===== src/rtl/pipe_stage_fifo.sv =====
// Elastic pipeline-stage buffer: DEPTH-entry circular FIFO with valid/ready on both sides,
// redirect flush, and a saturating counter of downstream back-pressure cycles.
module pipe_stage_fifo #(
    parameter int WIDTH = 32,
    parameter int DEPTH = 2,
    parameter int CNT_W = 16
) (
    input  logic                         clk,
    input  logic                         rst,
    input  logic                         flush,
    input  logic                         s_valid,
    output logic                         s_ready,
    input  logic [WIDTH-1:0]             s_data,
    output logic                         m_valid,
    input  logic                         m_ready,
    output logic [WIDTH-1:0]             m_data,
    output logic [$clog2(DEPTH+1)-1:0]   count,
    output logic [CNT_W-1:0]             stall_cnt
);

    localparam int CW = $clog2(DEPTH + 1);
    localparam int PW = (DEPTH > 1) ? $clog2(DEPTH) : 1;
    localparam logic [CW-1:0]    FULL      = CW'(DEPTH);
    localparam logic [PW-1:0]    LAST      = PW'(DEPTH - 1);
    localparam logic [CNT_W-1:0] STALL_MAX = '1;

    generate
        if (DEPTH < 1 || DEPTH > 16) begin : g_bad_depth
            $error("pipe_stage_fifo: DEPTH must be in 1..16");
        end
    endgenerate

    logic [WIDTH-1:0] mem [DEPTH];
    logic [PW-1:0]    rd_ptr_q, rd_ptr_d;
    logic [PW-1:0]    wr_ptr_q, wr_ptr_d;
    logic [CW-1:0]    count_q, count_d;
    logic             ready_q, ready_d;
    logic [CNT_W-1:0] stall_q, stall_d;
    logic             push, pop;

    // s_ready is a register so that m_ready never reaches s_ready combinationally.
    assign s_ready   = ready_q;
    assign m_valid   = (count_q != '0);
    assign m_data    = mem[rd_ptr_q];
    assign count     = count_q;
    assign stall_cnt = stall_q;

    assign push = s_valid & ready_q;
    assign pop  = m_valid & m_ready;

    // NOTE: every always_comb output gets a default first so no latch is inferred.
    always_comb begin
        rd_ptr_d = rd_ptr_q;
        wr_ptr_d = wr_ptr_q;
        count_d  = count_q;
        stall_d  = stall_q;

        if (m_valid && !m_ready && !flush && stall_q != STALL_MAX) begin
            stall_d = stall_q + CNT_W'(1);
        end

        if (flush) begin
            rd_ptr_d = '0;
            wr_ptr_d = '0;
            count_d  = '0;
        end else begin
            if (push) begin
                wr_ptr_d = (wr_ptr_q == LAST) ? '0 : wr_ptr_q + PW'(1);
            end
            if (pop) begin
                rd_ptr_d = (rd_ptr_q == LAST) ? '0 : rd_ptr_q + PW'(1);
            end
            if (push && !pop) begin
                count_d = count_q + CW'(1);
            end else if (pop && !push) begin
                count_d = count_q - CW'(1);
            end
        end

        ready_d = (count_d != FULL);
    end

    // NOTE: sequential state uses non-blocking assignments only.
    always_ff @(posedge clk) begin
        if (!rst) begin
            rd_ptr_q <= '0;
            wr_ptr_q <= '0;
            count_q  <= '0;
            ready_q  <= 1'b0;
            stall_q  <= '0;
        end else begin
            rd_ptr_q <= rd_ptr_d;
            wr_ptr_q <= wr_ptr_d;
            count_q  <= count_d;
            ready_q  <= ready_d;
            stall_q  <= stall_d;
        end
    end

    // NOTE: payload storage is deliberately not reset; count_q alone decides what is valid.
    always_ff @(posedge clk) begin
        if (rst && push && !flush) begin
            mem[wr_ptr_q] <= s_data;
        end
    end

endmodule


===== config.mk =====
export PLATFORM = sky130hd
export DESIGN_NAME = pipe_stage_fifo
export DESIGN_NICKNAME = d
export VERILOG_FILES = /design/src/rtl/pipe_stage_fifo.sv
export SDC_FILE = /design/constraint.sdc
export NUM_CORES = 1
export LEC_CHECK = 0
export CORE_ASPECT_RATIO = 0.9
export CORE_MARGIN = 1.5
export CORE_UTILIZATION = 40
export DETAILED_ROUTE_END_ITERATION = 16
export DONT_BUFFER_PORTS = 1
export GPL_ROUTABILITY_DRIVEN = 0
export RECOVER_POWER = 100
export REMOVE_ABC_BUFFERS = 1
export SYNTH_ARGS = -nofsm -noshare
export SYNTH_HDL_FRONTEND = slang
export SYNTH_SLANG_ARGS = --single-unit

===== constraint.sdc =====
create_clock -name clk -period 4.06 [get_ports clk]
set_input_delay 0.203 -clock clk [delete_from_list [all_inputs] [get_ports clk]]
set_output_delay 0.203 -clock clk [all_outputs]
set_load 0.005 [all_outputs]

==> metrics.md <==
| Metric | Value |
|---|---|
| Status | `finished, violations left` |
| Failing checks | `capacitance limit, slew limit` |
| Tcrit/Tclk final | `0.634` |
| Worst clock skew | `0.0105 ns` |
| GR peak layer | `met2` |
| Drt pass-1 iters | `4` |
| Clock power share | `0.412` |
| Die Area | `9090 um^2` |
| Mapped cell area | `3410 um^2` |
| Met2 Track Usage GR | `0.243` |
| Net count, final | `306` |
| Layout area overhead | `20.1%` |
| Clock Path Buffers | `2` |
| ANT cells | `0` |
| Final ANT Viol Nets | `0` |
| DR iter-0 viols | `62` |
| Die Span Y | `90.6 um` |
| MaxCap Viol Count | `2` |
| Top cell type's share of synthesized area | `0.564` |
| Final hold vios | `0` |
| Setup crit end kind | `primary output` |
| Global-route met1 utilization | `0.159` |
| Layout cells sized above 1 | `0.0993` |
| Final min period | `2.57 ns` |
| Worst min-delay path category | `in2reg` |
| Initial antenna violation count | `0` |
| Placed Area | `3530 um^2` |
| Worst path slowest cell | `dfxtp_1` |
| Unique masters post-synth | `35` |
| Gate power share | `0.043` |
| Register bit count reported by yosys | `86` |
| Clock slew at reported path FFs | `0.09 ns` |
| CTS tree | `done` |
| Critical Path RT | `3.86 ns` |
| Net Sw Power | `0.349 mW` |
| Worst skew pair latency | `0.35 ns` |
| CP startpoint kind | `flop` |
| Yosys top cell by area | `edfxtp_1` |
| Max VDD drop | `0.000307 V` |
| Cells after Synth | `228` |
| # rows | `31` |
| Fmax | `0.388 GHz` |
| Ports | `89` |
| Via density | `5.27` |
| Slew Limit Fails | `66` |
| Power Internal | `1.41 mW` |
| Core area | `8150 um^2` |
| Reg power frac | `0.546` |
| TritonCTS Buffers | `9` |
| Via count | `1955` |
| Synth area leaders | `edfxtp_1 (56%), dfxtp_1 (13%), mux2_2 (11%), mux2i_1 (1.5%), nand2_1 (1.3%)` |
| Largest net degree at the start of global routing | `33` |
| R2r setup slk | `1.51 ns` |
| Grt met3 use | `0.0604` |
| Setup TNS | `0 ns` |
| RSZ-0062 raised after global routing | `false` |
| PostCTS Resize Cnt | `0` |
| CTS Sinks | `86` |
| H-tree depth | `3` |
| Worst-Margin Slew | `1.84 ns` |
| Hold slack | `0.0137 ns` |
| Detailed placement HPWL | `3700 um` |
| PortBufs | `0` |
| DRC | `0` |
| CP max stage delay | `1.06 ns` |
| Global-route wire length before repair | `9680 um` |
| All-layer global routing usage | `0.141` |
| Sw Ratio | `0.198` |
| Critical-path cell list | `clkbuf_1, mux2_1` |
| Slew HR | `-0.225` |
| Initial core utilization | `0.419` |
| CP arrival | `2.37 ns` |
| Critical Path Fanout Max | `23` |
| Non-Filler Instances | `371` |
| Yosys Warn Count | `0` |
| Drt total wl | `6040 um` |
| Syn Area/Cell | `15.0 um^2` |
| Final count of negative-setup-slack endpoints | `0` |
| Final Cell Area | `4100 um^2` |
| Sequential fraction of the synthesis area | `0.693` |
| Vias in the first global route | `1955` |
| Die W | `100 um` |
| Pwr/cell area | `430 nW/um^2` |
| Wire length per cell | `16.3 um` |
| CTS root buf | `clkbuf_8` |
| GRT overflow | `0` |
| Critical setup path kind | `reg2out` |
| Placed cell count | `321` |
| Leak | `1.30 nW` |
[power by group through the flow]
stage	Sequential [mW]	Clock, mW	Combinational, mW
after detailed placement	0.981	0	0.0447
final	0.960	0.724	0.0748
after global routing	0.962	0.772	0.0817
after CTS	0.960	0.744	0.0787
after global placement	0.981	0	0.0443
after floorplan	0.980	0	0.0352
[cells in the final DEF (no fill, tap or decap), drive strengths merged, types with 2 or more instances in the layout]
| cell | netlist | routed |
|---|---|---|
| nor2 | 6 | 6 |
| nor3b | 2 | 2 |
| nor4b | 2 | 2 |
| bufinv | 0 | 3 |
| nand3 | 8 | 8 |
| o21ai | 2 | 2 |
| nand2b | 7 | 7 |
| a21boi | 5 | 5 |
| nand4 | 3 | 3 |
| nor2b | 2 | 2 |
| clkbuf | 6 | 13 |
| xnor2 | 4 | 4 |
| dlygate4sd3 | 0 | 34 |
| inv | 4 | 7 |
| or4 | 4 | 4 |
| o211ai | 2 | 2 |
| o31a | 4 | 4 |
| mux2i | 5 | 5 |
| nor4 | 3 | 3 |
| mux2 | 32 | 32 |
| o21a | 3 | 3 |
| dfxtp | 22 | 22 |
| nand2 | 12 | 12 |
| or3 | 6 | 6 |
| ha | 2 | 2 |
| edfxtp | 64 | 64 |
| o31ai | 4 | 4 |
| nor3 | 5 | 5 |
[cells in the mapped netlist]
master	instances
edfxtp_1	64
mux2_2	32
o41ai_1	1
clkbuf_1	6
nor4b_1	2
or3_1	6
xnor2_1	4
nand2_1	12
dfxtp_1	22
o31ai_1	4
a21boi_1	2
o211ai_1	2
buf_2	1
nor2b_1	2
and4_1	1
ha_1	2
o211a_1	1
nor2_1	6
nor4_1	3
buf_1	3
o21ai_0	2
nand3_1	8
o311ai_0	1
nand2b_1	7
or4_4	1
nor3_1	5
nand4_1	3
mux2i_1	5
o21a_1	3
nor3b_1	2
a21boi_0	3
o31a_1	4
or4_1	3
or2_2	1
inv_1	4
[layer usage]
layer | routed length (um) | up-vias
li1 | - | 948
met1 | 2690 | 946
met2 | 2950 | 56
met3 | 349 | 5
met4 | 56 | 0
met5 | 0 | -
[final timing paths]
path                                    from             to  cells after the start
worst min register to register  stall_cnt[7]   stall_cnt[7]                      2
worst max-delay path                    flop      m_data[0]                      2
worst max register to register      count[0]  stall_cnt[11]                      6
worst min-delay path                     rst   stall_cnt[6]                      2
[cell type report]
type	count	area [um^2]
tap	99	124
timing repair buffer	38	355
clock inverter	7	125
fill	721	4050
multi-input combinational	128	990
sequential	86	2360
inverter	4	15.0
clock buffer	9	124
[metrics by stage]
step           worst slack [ns]   util  power, mW
2_1_floorplan             0.852      -       1.02
3_3_place_gp               1.69  0.434       1.03
3_5_place_dp               1.62  0.434       1.03
4_1_cts                    1.61  0.506       1.78
5_1_grt                    1.21  0.503       1.82
6_report                   1.49  0.503       1.76
[critical path, delay by kind of cell, from the launching register on]
| kind | cells | cell delay [ns] |
|---|---|---|
| buffers and inverters | 1 | 0.53 |
| muxes | 1 | 0.42 |
| DFF | 1 | 1.06 |
[cells by family after synthesis]
group                      share of synthesized area
buffers and inverters                         0.0158
and+or+nand+nor                                0.101
adders and majority gates                    0.00734
AOI/OAI and AO/OA                             0.0521
DFF                                            0.693
muxes                                          0.120
xor gates and xnor gates                      0.0103
[registers in the layout (all words and copies together), names as in the netlist, named ones only]
register / count
count: 2
s_ready: 1
stall_cnt: 16
wr_ptr_q: 1
mem: 64
rd_ptr_q: 1
[repair_timing]
| item | in CTS | in global routing |
|---|---|---|
| endpoints found under the hold margin | 80 | 0 |
| setup buffers | 0 | 0 |
| hold buffers | 34 | 0 |
Note: power is estimated with default switching activity, not from simulation.
